==> src/rtl/led_sequence_controller_if.sv <==
// Pin bundle between the LED sequencer and its board-side driver.
// The driver owns the button and run level; the sequencer owns the LED outputs.
interface led_sequence_controller_if;
  logic       btn_mode_n_i;
  logic       run_i;
  logic [5:0] led_o;
  logic [1:0] mode_o;
  logic       step_o;

  modport master (
    output btn_mode_n_i,
    output run_i,
    input  led_o,
    input  mode_o,
    input  step_o
  );

  modport slave (
    input  btn_mode_n_i,
    input  run_i,
    output led_o,
    output mode_o,
    output step_o
  );
endinterface

==> src/rtl/led_sequence_controller.sv <==
// 6-LED sequencer: step prescaler, debounced mode button and
// COUNT / SCAN / BLINK patterns on active-low LEDs.
module led_sequence_controller #(
  parameter int CLK_TICKS = 13500000,
  parameter int DEBOUNCE  = 270000
) (
  input logic                      clk,
  input logic                      rst,
  led_sequence_controller_if.slave bus
);
  localparam int PW = (CLK_TICKS > 1) ? $clog2(CLK_TICKS) : 1;
  localparam int DW = $clog2(DEBOUNCE + 1);

  typedef enum logic [1:0] {
    COUNT = 2'd0,
    SCAN  = 2'd1,
    BLINK = 2'd2
  } mode_e;

  typedef enum logic {
    LEFT  = 1'b0,
    RIGHT = 1'b1
  } dir_e;

  mode_e         mode_q, mode_d;
  dir_e          dir_q, dir_d;
  logic [5:0]    pat_q, pat_d;
  logic [PW-1:0] presc_q, presc_d;
  logic          step_q, step_d;
  logic          s1_q, s2_q;
  logic          deb_q, deb_d;
  logic [DW-1:0] cnt_q, cnt_d;
  logic          prev_q, press_q;
  logic          tick, press;

  assign tick  = bus.run_i & (presc_q == PW'(CLK_TICKS - 1));
  assign press = prev_q & ~deb_q;

  always_ff @(posedge clk) begin
    if (rst) begin
      mode_q  <= COUNT;
      dir_q   <= LEFT;
      pat_q   <= '0;
      presc_q <= '0;
      step_q  <= 1'b0;
      s1_q    <= 1'b1;
      s2_q    <= 1'b1;
      deb_q   <= 1'b1;
      cnt_q   <= '0;
      prev_q  <= 1'b1;
      press_q <= 1'b0;
    end else begin
      mode_q  <= mode_d;
      dir_q   <= dir_d;
      pat_q   <= pat_d;
      presc_q <= presc_d;
      step_q  <= step_d;
      s1_q    <= bus.btn_mode_n_i;
      s2_q    <= s1_q;
      deb_q   <= deb_d;
      cnt_q   <= cnt_d;
      prev_q  <= deb_q;
      press_q <= press;
    end
  end

  always_comb begin
    mode_d  = mode_q;
    dir_d   = dir_q;
    pat_d   = pat_q;
    presc_d = presc_q;
    step_d  = 1'b0;
    deb_d   = deb_q;
    cnt_d   = '0;

    if (s2_q != deb_q) begin
      if (cnt_q == DW'(DEBOUNCE - 1)) begin
        deb_d = s2_q;
      end else begin
        cnt_d = cnt_q + 1'b1;
      end
    end

    // A mode change swallows any tick landing on the same edge.
    if (press_q) begin
      presc_d = '0;
      dir_d   = LEFT;
      unique case (mode_q)
        COUNT: begin
          mode_d = SCAN;
          pat_d  = 6'b000001;
        end
        SCAN: begin
          mode_d = BLINK;
          pat_d  = '0;
        end
        default: begin
          mode_d = COUNT;
          pat_d  = '0;
        end
      endcase
    end else begin
      if (bus.run_i) begin
        presc_d = tick ? '0 : presc_q + 1'b1;
      end
      if (tick) begin
        step_d = 1'b1;
        unique case (mode_q)
          COUNT: pat_d = pat_q + 6'd1;
          SCAN: begin
            if (dir_q == LEFT) begin
              if (pat_q == 6'b100000) begin
                pat_d = 6'b010000;
                dir_d = RIGHT;
              end else begin
                pat_d = pat_q << 1;
              end
            end else begin
              if (pat_q == 6'b000001) begin
                pat_d = 6'b000010;
                dir_d = LEFT;
              end else begin
                pat_d = pat_q >> 1;
              end
            end
          end
          default: pat_d = ~pat_q;
        endcase
      end
    end
  end

  assign bus.led_o  = ~pat_q;
  assign bus.mode_o = mode_q;
  assign bus.step_o = step_q;
endmodule

==> src/flat_wrapper.sv <==
// flat-port wrapper written by rule: the top's interface ports become plain ports
module led_sequence_controller_flat 
#(
  parameter int CLK_TICKS = 13500000,
  parameter int DEBOUNCE  = 270000
)
  (clk, rst, bus_btn_mode_n_i, bus_run_i, bus_led_o, bus_mode_o, bus_step_o);
  led_sequence_controller_if bus_i ();
  input logic clk;
  input logic rst;
  input wire logic [$bits(bus_i.btn_mode_n_i)-1:0] bus_btn_mode_n_i;
  input wire logic [$bits(bus_i.run_i)-1:0] bus_run_i;
  output wire logic [$bits(bus_i.led_o)-1:0] bus_led_o;
  output wire logic [$bits(bus_i.mode_o)-1:0] bus_mode_o;
  output wire logic [$bits(bus_i.step_o)-1:0] bus_step_o;
  assign bus_i.btn_mode_n_i = bus_btn_mode_n_i;
  assign bus_i.run_i = bus_run_i;
  assign bus_led_o = bus_i.led_o;
  assign bus_mode_o = bus_i.mode_o;
  assign bus_step_o = bus_i.step_o;
  led_sequence_controller #(.CLK_TICKS(CLK_TICKS), .DEBOUNCE(DEBOUNCE)) u_core (.clk(clk), .rst(rst), .bus(bus_i));
endmodule
==> config.mk <==
export PLATFORM = sky130hd
export DESIGN_NAME = led_sequence_controller_flat
export DESIGN_NICKNAME = d
export VERILOG_FILES = /design/src/rtl/led_sequence_controller_if.sv /design/src/rtl/led_sequence_controller.sv /design/src/flat_wrapper.sv
export SDC_FILE = /design/constraint.sdc
export NUM_CORES = 1
export LEC_CHECK = 0
export BUFFER_PORTS_ARGS = -buffer_cell sky130_fd_sc_hd__buf_4
export CORE_MARGIN = 2
export CORE_UTILIZATION = 43
export CTS_BUF_LIST = sky130_fd_sc_hd__clkbuf_8 sky130_fd_sc_hd__clkbuf_16
export DETAILED_ROUTE_END_ITERATION = 10
export GPL_ROUTABILITY_DRIVEN = 0
export SLEW_MARGIN = 25
export SYNTH_ARGS = -nofsm -noshare
export SYNTH_HDL_FRONTEND = slang
export SYNTH_SLANG_ARGS = --single-unit
export TNS_END_PERCENT = 50
==> constraint.sdc <==
create_clock -name clk -period 2.4 [get_ports clk]
set_clock_uncertainty 0.1 [all_clocks]
set_input_delay 0.36 -clock clk [delete_from_list [all_inputs] [get_ports clk]]
set_output_delay 0.36 -clock clk [all_outputs]
set_load 0.02 [all_outputs]
# ---- After elaboration in Yosys (flattened, before gate mapping)
# Index checks and enable logic that the tools add are counted.
dict set report classes {
  add_sub_neg 3
  n_eq_ne 6
  mux 13
  bitwise_logic 5
  reduce_logical 6
}
# operator count
set op_table {}
lappend op_table {{$add A24 B1 Y24 const B} 1}
lappend op_table {{$eq A24 B24 Y1 const B} 1}
lappend op_table {{$mux W24} 1}
lappend op_table {{$mux W6} 4}
lappend op_table {{$add A19 B1 Y19 const B} 1}
lappend op_table {{$eq A19 B19 Y1 const B} 1}
lappend op_table {{$pmux W6 S2} 1}
lappend op_table {{$add A6 B1 Y6 const B} 1}
lappend op_table {{$eq A6 B1 Y1 const B} 1}
lappend op_table {{$eq A6 B6 Y1 const B} 1}
lappend op_table {{$not A6 Y6} 1}
lappend op_table {{$mux W1} 5}
lappend op_table {{$mux W5} 1}
lappend op_table {{$pmux W2 S2} 1}
lappend op_table {{$reduce_and A2 Y1} 2}
lappend op_table {{$reduce_or A3 Y1} 1}
lappend op_table {{$and A1 B1 Y1} 2}
lappend op_table {{$eq A2 B1 Y1 const B} 1}
lappend op_table {{$logic_not A2 Y1} 1}
lappend op_table {{$not A1 Y1} 2}
lappend op_table {{$reduce_bool A2 Y1} 1}
lappend op_table {{$reduce_or A2 Y1} 1}
lappend op_table {{$ne A1 B1 Y1} 1}
dict set report word_totals {
  reg_bits 58
  out_inout_bits 9
  wordCells 44
}

# ---- Depth between registers and ports, before layout
# Gate-level depths: netlist (run 1).
dict set report depth {
  ltp_word 6
  mapped_depth 8
  mapped_depth_nobuf 7
}

# ---- Worst setup path before layout (run 1)
# Ideal clock, no wire load.
dict set report synth_timing {
  path_kind {reg2reg}
  start {register u_core.presc_q[0]}
  end {register u_core.pat_q[1]}
  setup_time_ns 0.070
  arrival_time_ns 2.157
  required_time_ns 2.230
  setup_slack_ns 0.073
  path_stages_with_launch 8
  period_less_slack_ns 2.327
  cell_sequence {dfxtp_1 > ha_1 > nand4_2 > or2_0 > or4_1 > buf_2 > or4_1 > a21oi_1}
}
dict set report synth_via {
  elab_chain_cells 3
}
# item line
set synth_rtl {}
lappend synth_rtl {{start, declared} led_sequence_controller.sv:28} ;# logic [PW-1:0] presc_q, presc_d;
lappend synth_rtl {{start signal, assigned} led_sequence_controller.sv:56} ;# presc_q <= presc_d;
lappend synth_rtl {{$eq A24 B24 Y1} led_sequence_controller.sv:36} ;# assign tick = bus.run_i & (presc_q == PW'(CLK_TICKS - 1));
lappend synth_rtl {{$and A1 B1 Y1} led_sequence_controller.sv:36}
lappend synth_rtl {{$reduce_bool A2 Y1 (no source line)} -}
lappend synth_rtl {{end signal, assigned} led_sequence_controller.sv:55} ;# pat_q <= pat_d;
lappend synth_rtl {{end, declared} led_sequence_controller.sv:27} ;# logic [5:0] pat_q, pat_d;
# No other way between the ends.
# A chain may end at the register's enable or synchronous reset.

# ---- Worst setup path after layout (run 1)
# Ends and elaborated chain as after synthesis.

==> impl_metrics.ini, run 1 <==
[outcome]
outcome = complete, no violations

[timing]
finalCriticalPeriod_ns = 2.25
period_share = 0.939
grt_setup_unrepaired = no
setup_viol = 0
hold_viol = 0
tns_ns = 0
worstMarginPinSlew_ns = 0.666
slew_viol_final = 0
timing.slew.headroom = 0.550
whs_ns = 0.116
worst_slack_ns = 0.147
fmax_mhz = 444

[critical_path]
crit_arrival_ns = 2.41
crit_slowest_cell = or4_4
start_kind = flip-flop
cpPeakStageDelay_ns = 0.52
cp.required_ns = 2.56
critPathKind = flip-flop to flip-flop
end_kind = flip-flop
crit_buf_inv = 0
cp_max_fo = 3
cpLargestDelayFamily = simple AND/OR/NAND/NOR gates
path_cells = ha_2 -> nand4_2 -> or2_1 -> or4_4 -> or4_1 -> a21oi_1

[synth]
synth_xor_area_frac = 0.120
synthFlopType = dfxtp_1
avgSynthCellArea_um2 = 8.44
yosysMostFrequentCell = nor2_1
yosysWarnings = 0
synth_cell_types = 48
synth_top_family_by_area = simple AND/OR/NAND/NOR gates
synth_common_cells = nor2_1, dfxtp_1, xor2_1, nand4_1
synth-compound-area-share = 0.0863
synth_top_area_cell = dfxtp_1
synth_edf_count = 0
synth.area.top_cells = dfxtp_1, nor2_1, xor2_1
synth_simple_gate_area_share = 0.296
ys_seq_area_frac = 0.419
synth.area.mux_share = 0.0149
yosysTopAreaCellShare = 0.419
synth_seq_cells = 58
syn_area_um2 = 2770
ys_async_sr_fraction = 0
synth_cells = 328
synth_adder_area_share = 0.0226
syn-num-nets = 337

[power_and_ir_drop]
power_density_nw_per_um2 = 545
leakagePower_nw = 1.13
p_total_mw = 1.73
ir_drop_mv = 0.368

[place]
pre_cts_ws_ns = 0.118
dp.cells = 418
portBuffers = 12
placed_area_um2 = 3010
place_hpwl_um = 3650

[cells_and_area]
stdcell_count = 433
syn_to_final_growth_pct = 14.6
drive_above_1_share = 0.143
post-route-util = 0.505
fin_nets = 361
final_area_um2 = 3170
num_antenna_cells = 0

[clock_tree]
cts_buffers = 9
clock_tree.root_cell = clkbuf_8
cts.sinks = 58
h-tree-depth = 3
cts_tree = done
clkTransAtPathRegs_ns = 0.06
cts.path.max_buffers = 2
clkLatencyLatePin_ns = 0.33
cts_setup_buffers = 0

[floorplan]
die_h_um = 84.2
io_pins = 13
core_um2 = 6280
start_util = 0.441
dieArea_um2 = 7100
die_w_um = 84.2
rows = 29

[routing]
route.detailed.drc = 0
drt_first_pass_iters = 5
totalWireLength_um = 5300
vias = 2266
viasPerCell = 5.23
first_iter_violations = 84
final_antenna_net_count = 0
wire_per_inst_um = 12.2

[global_route]
grt.met3_usage = 0.0472
met2_usage = 0.245
antenna_found_initial = 0
grt-busiest-layer = met2
overflow = 0
grt_max_degree = 23
met1_usage = 0.224
grt_pass1_wl_um = 9470
grtUsageTotal = 0.164
grt_pass1_vias = 2096

[job]
max_cap_violations = 0

[worst_hold_path]
hp-class = input pin to flip-flop
-- path summary, 6_finish.rpt --
check                                  endpoint  slack, ns  cells after the start              start
worst min register to register      u_core.s2_q       0.31                      1        u_core.s1_q
worst min-delay path                u_core.s1_q       0.12                      2   bus_btn_mode_n_i
worst max-delay path            u_core.pat_q[1]       0.15                      6  u_core.presc_q[0]
worst max register to register  u_core.pat_q[1]       0.15                      6  u_core.presc_q[0]
-- cells by family (layout without fill, tap and decap cells) --
| kind of cell | count (synthesis) | after routing |
|---|---|---|
| and+or+nand+nor | 160 | 160 |
| DFF | 58 | 58 |
| xor gates and xnor gates | 38 | 38 |
| AOI/OAI and AO/OA | 37 | 37 |
| buffers and inverters | 26 | 54 |
| adders and majority gates | 5 | 5 |
| muxes | 4 | 4 |
-- registers in the layout, summed over array words and instances (netlist names) --
register           cells
u_core.presc_q        24
u_core.cnt_q          19
u_core.pat_q           6
u_core.bus.mode_o      2
u_core.bus.step_o      1
u_core.deb_q           1
u_core.dir_q           1
u_core.press_q         1
u_core.prev_q          1
u_core.s1_q            1
u_core.s2_q            1
-- metal layers --
metal,up-vias,part of all wire,wire [um]
li1,1193,-,-
met1,1029,0.51,2710
met2,38,0.45,2360
met3,6,0.031,164
met4,0,0.014,73
met5,-,0,0
-- worst register-to-register path: cells and delay by family (launching register included) --
kind / cells / cell delay [ns]
and+or+nand+nor: 4 / 1.40
AOI/OAI and AO/OA: 1 / 0.14
DFF: 1 / 0.34
adders and majority gates: 1 / 0.20
-- repair_timing --
item                       4_1_cts  5_1_grt
hold buffers                     0        0
resized for setup                0        3
setup endpoints to repair        0        1
-- layout by cell type (no fill, tap or decap), types with 2 or more instances in the layout --
master    synthesis  final
clkbuf_8          0      9
inv_1            12     14
nor2b_1           5      5
dfxtp_1          58     58
and3_1            6      6
or3_1             2      2
ha_1              5      4
nand3_1          17     17
xor2_1           25     25
clkinv_2          0      4
buf_4             1     26
mux2i_1           3      3
nor4_1            4      4
and4_1            2      2
xnor2_1          13     13
nand2_1          17     17
a21oi_1          15     15
o211ai_1          3      3
nand4_1          20     20
o21ai_0           6      6
and4_2            2      2
or2_2             4      4
or4_1             3      2
o32ai_1           2      2
nor3_1            4      4
nand2b_1          5      5
nor2_1           61     61
-- report_power, final --
part	leakage (nW)	total (mW)	internal, mW	switching (mW)
clock	0.0910	0.721	0.353	0.368
sequential	0.468	0.970	0.967	0.00270
combinational	0.573	0.0381	0.0171	0.0210
-- layout make-up --
type	instances	area [um^2]
clock buffers	9	124
clock inverters	6	27.5
fillers	599	3110
inverters	12	45.0
multi-input cells	244	1500
flip-flops and latches	58	1160
well taps	77	96.3
repair buffers	27	215
Note: power is estimated with default switching activity, not from simulation.
==> run 2: changes to the inputs <==
Settings changed: BUFFER_PORTS_ARGS -buffer_cell sky130_fd_sc_hd__buf_4 to -buffer_cell sky130_fd_sc_hd__clkbuf_2.
==> impl_metrics.ini, run 2 (synthesis gave the netlist of run 1 again) <==
[outcome]
outcome = complete, no violations

[routing]
first_iter_violations = 66
drt_first_pass_iters = 4
totalWireLength_um = 5430
viasPerCell = 5.28
wire_per_inst_um = 12.5
route.detailed.drc = 0
vias = 2296
final_antenna_net_count = 0

[power_and_ir_drop]
power_density_nw_per_um2 = 568
p_switching_mw = 0.424
power_frac_clock = 0.440
ir_drop_mv = 0.426
p_total_mw = 1.80
seqPwrFrac = 0.539
leakagePower_nw = 1.13
p_comb_frac = 0.021
intPower_mw = 1.38
power_switching_share = 0.236

[floorplan]
io_pins = 13
die_h_um = 84.2
dieArea_um2 = 7100
die_w_um = 84.2
rows = 29
core_um2 = 6280
start_util = 0.441

[timing]
setup_viol = 0
timing.slew.headroom = 0.589
fmax_mhz = 442
period_share = 0.943
worstMarginPinSlew_ns = 0.612
tns_ns = 0
grt_setup_unrepaired = no
hold_viol = 0
finalCriticalPeriod_ns = 2.26
slew_viol_final = 0

[cells_and_area]
layout_common_cells = nor2_1, dfxtp_1, xor2_1, nand4_1
mostFrequentLayoutCell = nor2_1
drive_above_1_share = 0.151
largest_reg_flops = 24
fin_nets = 362
post-route-util = 0.505
syn_to_final_growth_pct = 14.5
largest_register = u_core.presc_q
num_antenna_cells = 0
reg_top3 = u_core.presc_q (24), u_core.cnt_q (19), u_core.pat_q (6)

[global_route]
grt_pass1_wl_um = 9560
antenna_found_initial = 0
overflow = 0
grt_max_degree = 23
grt_pass1_vias = 2089
grtUsageTotal = 0.166

[clock_tree]
clkTransAtPathRegs_ns = 0.07
cts.path.max_buffers = 2
cts_tree = done
cts_buffers = 9
h-tree-depth = 3
clock_tree.root_cell = clkbuf_8
cts.sinks = 58
hold_buffers = 0
clkLatencyLatePin_ns = 0.33
cts_setup_buffers = 0
cts-resized-gates = 0

[critical_path]
cp.required_ns = 2.56
end_kind = flip-flop
r2r_cells = 6
crit_arrival_ns = 2.43
r2r-end = u_core.pat_q[1]
cp_max_fo = 3
start_kind = flip-flop
r2r_start = u_core.presc_q[1]
critPathKind = flip-flop to flip-flop
r2r_slack_ns = 0.14

[worst_hold_path]
whs_path_depth = 2
worstHoldStart = bus_btn_mode_n_i
hold_end = u_core.s1_q
hp-class = input pin to flip-flop

[place]
place_hpwl_um = 3690
portBuffers = 12

[job]
max_cap_violations = 0
run 2: cell types whose count changed in the layout (fill, tap and decap cells not counted), sizes merged:
cell,previous run,this run
clkbuf,9,22
buf,27,16
clkinvlp,0,2
clkinv,4,3
inv,14,13
run 2: routing by layer:
layer	vias to the layer above	routed length (um)	GRT usage
li1	1197	-	-
met3	4	207	0.0482
met4	0	44	0.0645
met5	-	0	0
met1	1057	2810	0.225
met2	38	2370	0.249
run 2: worst max-delay path by stage:
stage | startpoint | endpoint | slack [ns] | depth (start not counted)
5_1_grt | u_core.presc_q[0] | u_core.pat_q[1] | 0.02 | 6
2_1_floorplan | u_core.presc_q[0] | u_core.pat_q[1] | 0.07 | 7
6_report | u_core.presc_q[1] | u_core.pat_q[1] | 0.14 | 6
4_1_cts | u_core.presc_q[0] | u_core.pat_q[1] | 0.10 | 6
3_3_place_gp | bus_run_i | u_core.pat_q[1] | 0.17 | 6
3_5_place_dp | u_core.presc_q[0] | u_core.pat_q[1] | 0.12 | 6
run 2: worst max-delay path, stage by stage (launching register included):
cell	delay, ns
dfxtp_1	0.34
ha_2	0.20
nand4_2	0.12
or2_1	0.26
or4_4	0.52
or4_1	0.50
a21oi_1	0.14
run 2: power by group through the flow:
stage | sequential, mW | combinational (mW) | clock (mW)
floorplan | 0.992 | 0.0227 | 0
global placement | 0.991 | 0.0369 | 0
detailed placement | 0.991 | 0.0377 | 0
CTS | 0.969 | 0.0378 | 0.809
global route | 0.970 | 0.0425 | 0.858
finish | 0.969 | 0.0372 | 0.792
run 2: through the flow:
stage	cells	worst slack [ns]	instance area, um^2	hold slack (ns)
after floorplan	328	0.0727	2770	0.289
after global placement	419	0.171	2990	0.294
after detailed placement	419	0.121	2990	0.297
after CTS	435	0.101	3160	0.115
after global routing	435	0.0151	3170	0.109
final	435	0.137	3170	0.115
run 2: final cells by class:
type / instances / area [um^2]
Timing Repair Buffer: 28 / 193
Sequential cell: 58 / 1160
Clock buffer: 10 / 138
Tap cell: 77 / 96.3
Fill cell: 602 / 3110
Inverter: 12 / 45.0
Multi-Input combinational cell: 244 / 1500
Clock inverter: 6 / 33.8
==> run 3: changes to the inputs <==
Settings changed: ABC_AREA set to 1.
==> impl_metrics.ini, run 3 <==
[routing]
wl_met1_um = 3600
viasPerCell = 4.91
wl_met2_um = 3160
first_iter_violations = 132
vias = 2976
routed.top_layer = met4
totalWireLength_um = 7180
final_antenna_net_count = 0
route.detailed.drc = 0
wire_per_inst_um = 11.8
drt_first_pass_iters = 4
wl_met3_um = 265

[synth]
syn-num-nets = 494
synth_adder_area_share = 0.0193
yosysWarnings = 0
synth_edf_count = 0
synth.area.top_cells = dfxtp_1, nand2_1, nor2_1
synthFlopType = dfxtp_1
synth_top_family_by_area = simple AND/OR/NAND/NOR gates
synth_seq_cells = 58
yosysTopAreaCellShare = 0.358
ys_seq_area_frac = 0.358
ys_async_sr_fraction = 0
avgSynthCellArea_um2 = 6.69
synth-compound-area-share = 0.0656
synth_simple_gate_area_share = 0.433
synth_top_area_cell = dfxtp_1
synth_common_cells = nand2_1, nor2_1, dfxtp_1, inv_1, nand3_1
synth.area.mux_share = 0
yosysMostFrequentCell = nand2_1
synth_cells = 485
syn_area_um2 = 3240
synth_xor_area_frac = 0.0378
synth_cell_types = 30

[critical_path]
cp.required_ns = 2.54
end_kind = flip-flop
critPathKind = flip-flop to flip-flop
cp_max_fo = 13
crit_arrival_ns = 1.95
r2r_slack_ns = 0.58
start_kind = flip-flop

[timing]
worst_slack_ns = 0.583
period_share = 0.757
tns_ns = 0
hold_viol = 0
grt_setup_unrepaired = no
slew_viol_final = 0
timing.slew.headroom = 0.672
worstMarginPinSlew_ns = 0.488
finalCriticalPeriod_ns = 1.82
setup_viol = 0
fmax_mhz = 550

[cells_and_area]
drive_above_1_share = 0.124
largest_register = u_core.presc_q
stdcell_count = 606
largest_reg_flops = 24
mostFrequentLayoutCell = nand2_1
num_antenna_cells = 0
reg_top3 = u_core.presc_q (24), u_core.cnt_q (19), u_core.pat_q (6)
syn_to_final_growth_pct = 10.6
fin_nets = 512
nFillCells = 745
layout_common_cells = nand2_1, nor2_1, dfxtp_1, inv_1, nand3_1

[clock_tree]
clkLatencyLatePin_ns = 0.34
cts.path.max_buffers = 2
cts_setup_buffers = 0
h-tree-depth = 3
cts.sinks = 58
cts_buffers = 9
clkTransAtPathRegs_ns = 0.06
clock_tree.root_cell = clkbuf_8
hold_buffers = 0
cts_tree = done
cts-resized-gates = 0

[global_route]
overflow = 0
grtUsageTotal = 0.186
grt_pass1_wl_um = 12500
antenna_found_initial = 0
grt_max_degree = 20
grt_pass1_vias = 2790

[floorplan]
die_h_um = 90.8
io_pins = 13
start_util = 0.445
core_um2 = 7290
dieArea_um2 = 8250
die_w_um = 90.8
rows = 31

[power_and_ir_drop]
ir_drop_mv = 0.298
p_total_mw = 1.94
power_density_nw_per_um2 = 540
leakagePower_nw = 1.30

[place]
pre_cts_ws_ns = 0.594
portBuffers = 12
place_hpwl_um = 5420
dp.cells = 591

[job]
max_cap_violations = 0

[worst_hold_path]
hp-class = input pin to flip-flop

[outcome]
outcome = complete, no violations
## run 3: cell types whose count changed in the layout (fill, tap and decap cells not counted), sizes merged, moves of 9 or more
| cell | change |
|---|---|
| xnor2 | -10 |
| inv | +51 |
| buf | -16 |
| xor2 | -14 |
| a21oi | +9 |
| nand2 | +100 |
| nor3 | +16 |
| nand3 | +23 |
| nor2 | +36 |
## run 3: cell type report
type	instances	area, um^2	share of cell area
timing repair buffer	12	60.1	0.0167
inverter	63	236	0.0659
clock inverter	3	38.8	0.0108
multi-input combinational	359	1800	0.502
clock buffer	12	165	0.0460
sequential	58	1160	0.324
tap	99	124	0.0345
## run 3: layer usage
| layer | GRT usage | vias up |
|---|---|---|
| met2 | 0.295 | 51 |
| li1 | - | 1588 |
| met5 | 0 | - |
| met1 | 0.237 | 1323 |
| met3 | 0.0501 | 14 |
| met4 | 0.0808 | 0 |
## run 3: where the power goes
group | internal (mW) | switching [mW]
clock | 0.553 | 0.379
combinational | 0.00975 | 0.0249
sequential | 0.967 | 0.00421
total | 1.53 | 0.408
## run 3: critical path: stages (launching register included)
cell	delay, ns
dfxtp_1	0.38
ha_1	0.22
nand2_1	0.07
inv_1	0.09
nand3_2	0.12
nor2_4	0.14
nand3_4	0.12
nand3_4	0.18
inv_2	0.15
nand2_1	0.09
nor2_1	0.04
## run 3: cell families after synthesis
kind of cell / count (synthesis)
AOI/OAI and AO/OA: 41
adders and majority gates: 5
DFF: 58
and+or+nand+nor: 299
buffers and inverters: 68
xor gates and xnor gates: 14
## run 3: path summary, 6_finish.rpt
kind / from / end / cells past startpoint
worst max-delay path: u_core.presc_q[1] / u_core.presc_q[22] / 10
worst min-delay path: bus_btn_mode_n_i / u_core.s1_q / 2
worst min register to register: u_core.prev_q / u_core.press_q / 2
worst max register to register: u_core.presc_q[1] / u_core.presc_q[22] / 10
## run 3: through the flow
| step | utilization | hold WS (ns) | cell area [um^2] |
|---|---|---|---|
| 2_1_floorplan | - | 0.289 | 3240 |
| 3_3_place_gp | 0.464 | 0.303 | 3380 |
| 3_5_place_dp | 0.464 | 0.312 | 3380 |
| 4_1_cts | 0.492 | 0.0883 | 3590 |
| 5_1_grt | 0.492 | 0.101 | 3590 |
| 6_report | 0.492 | 0.104 | 3590 |
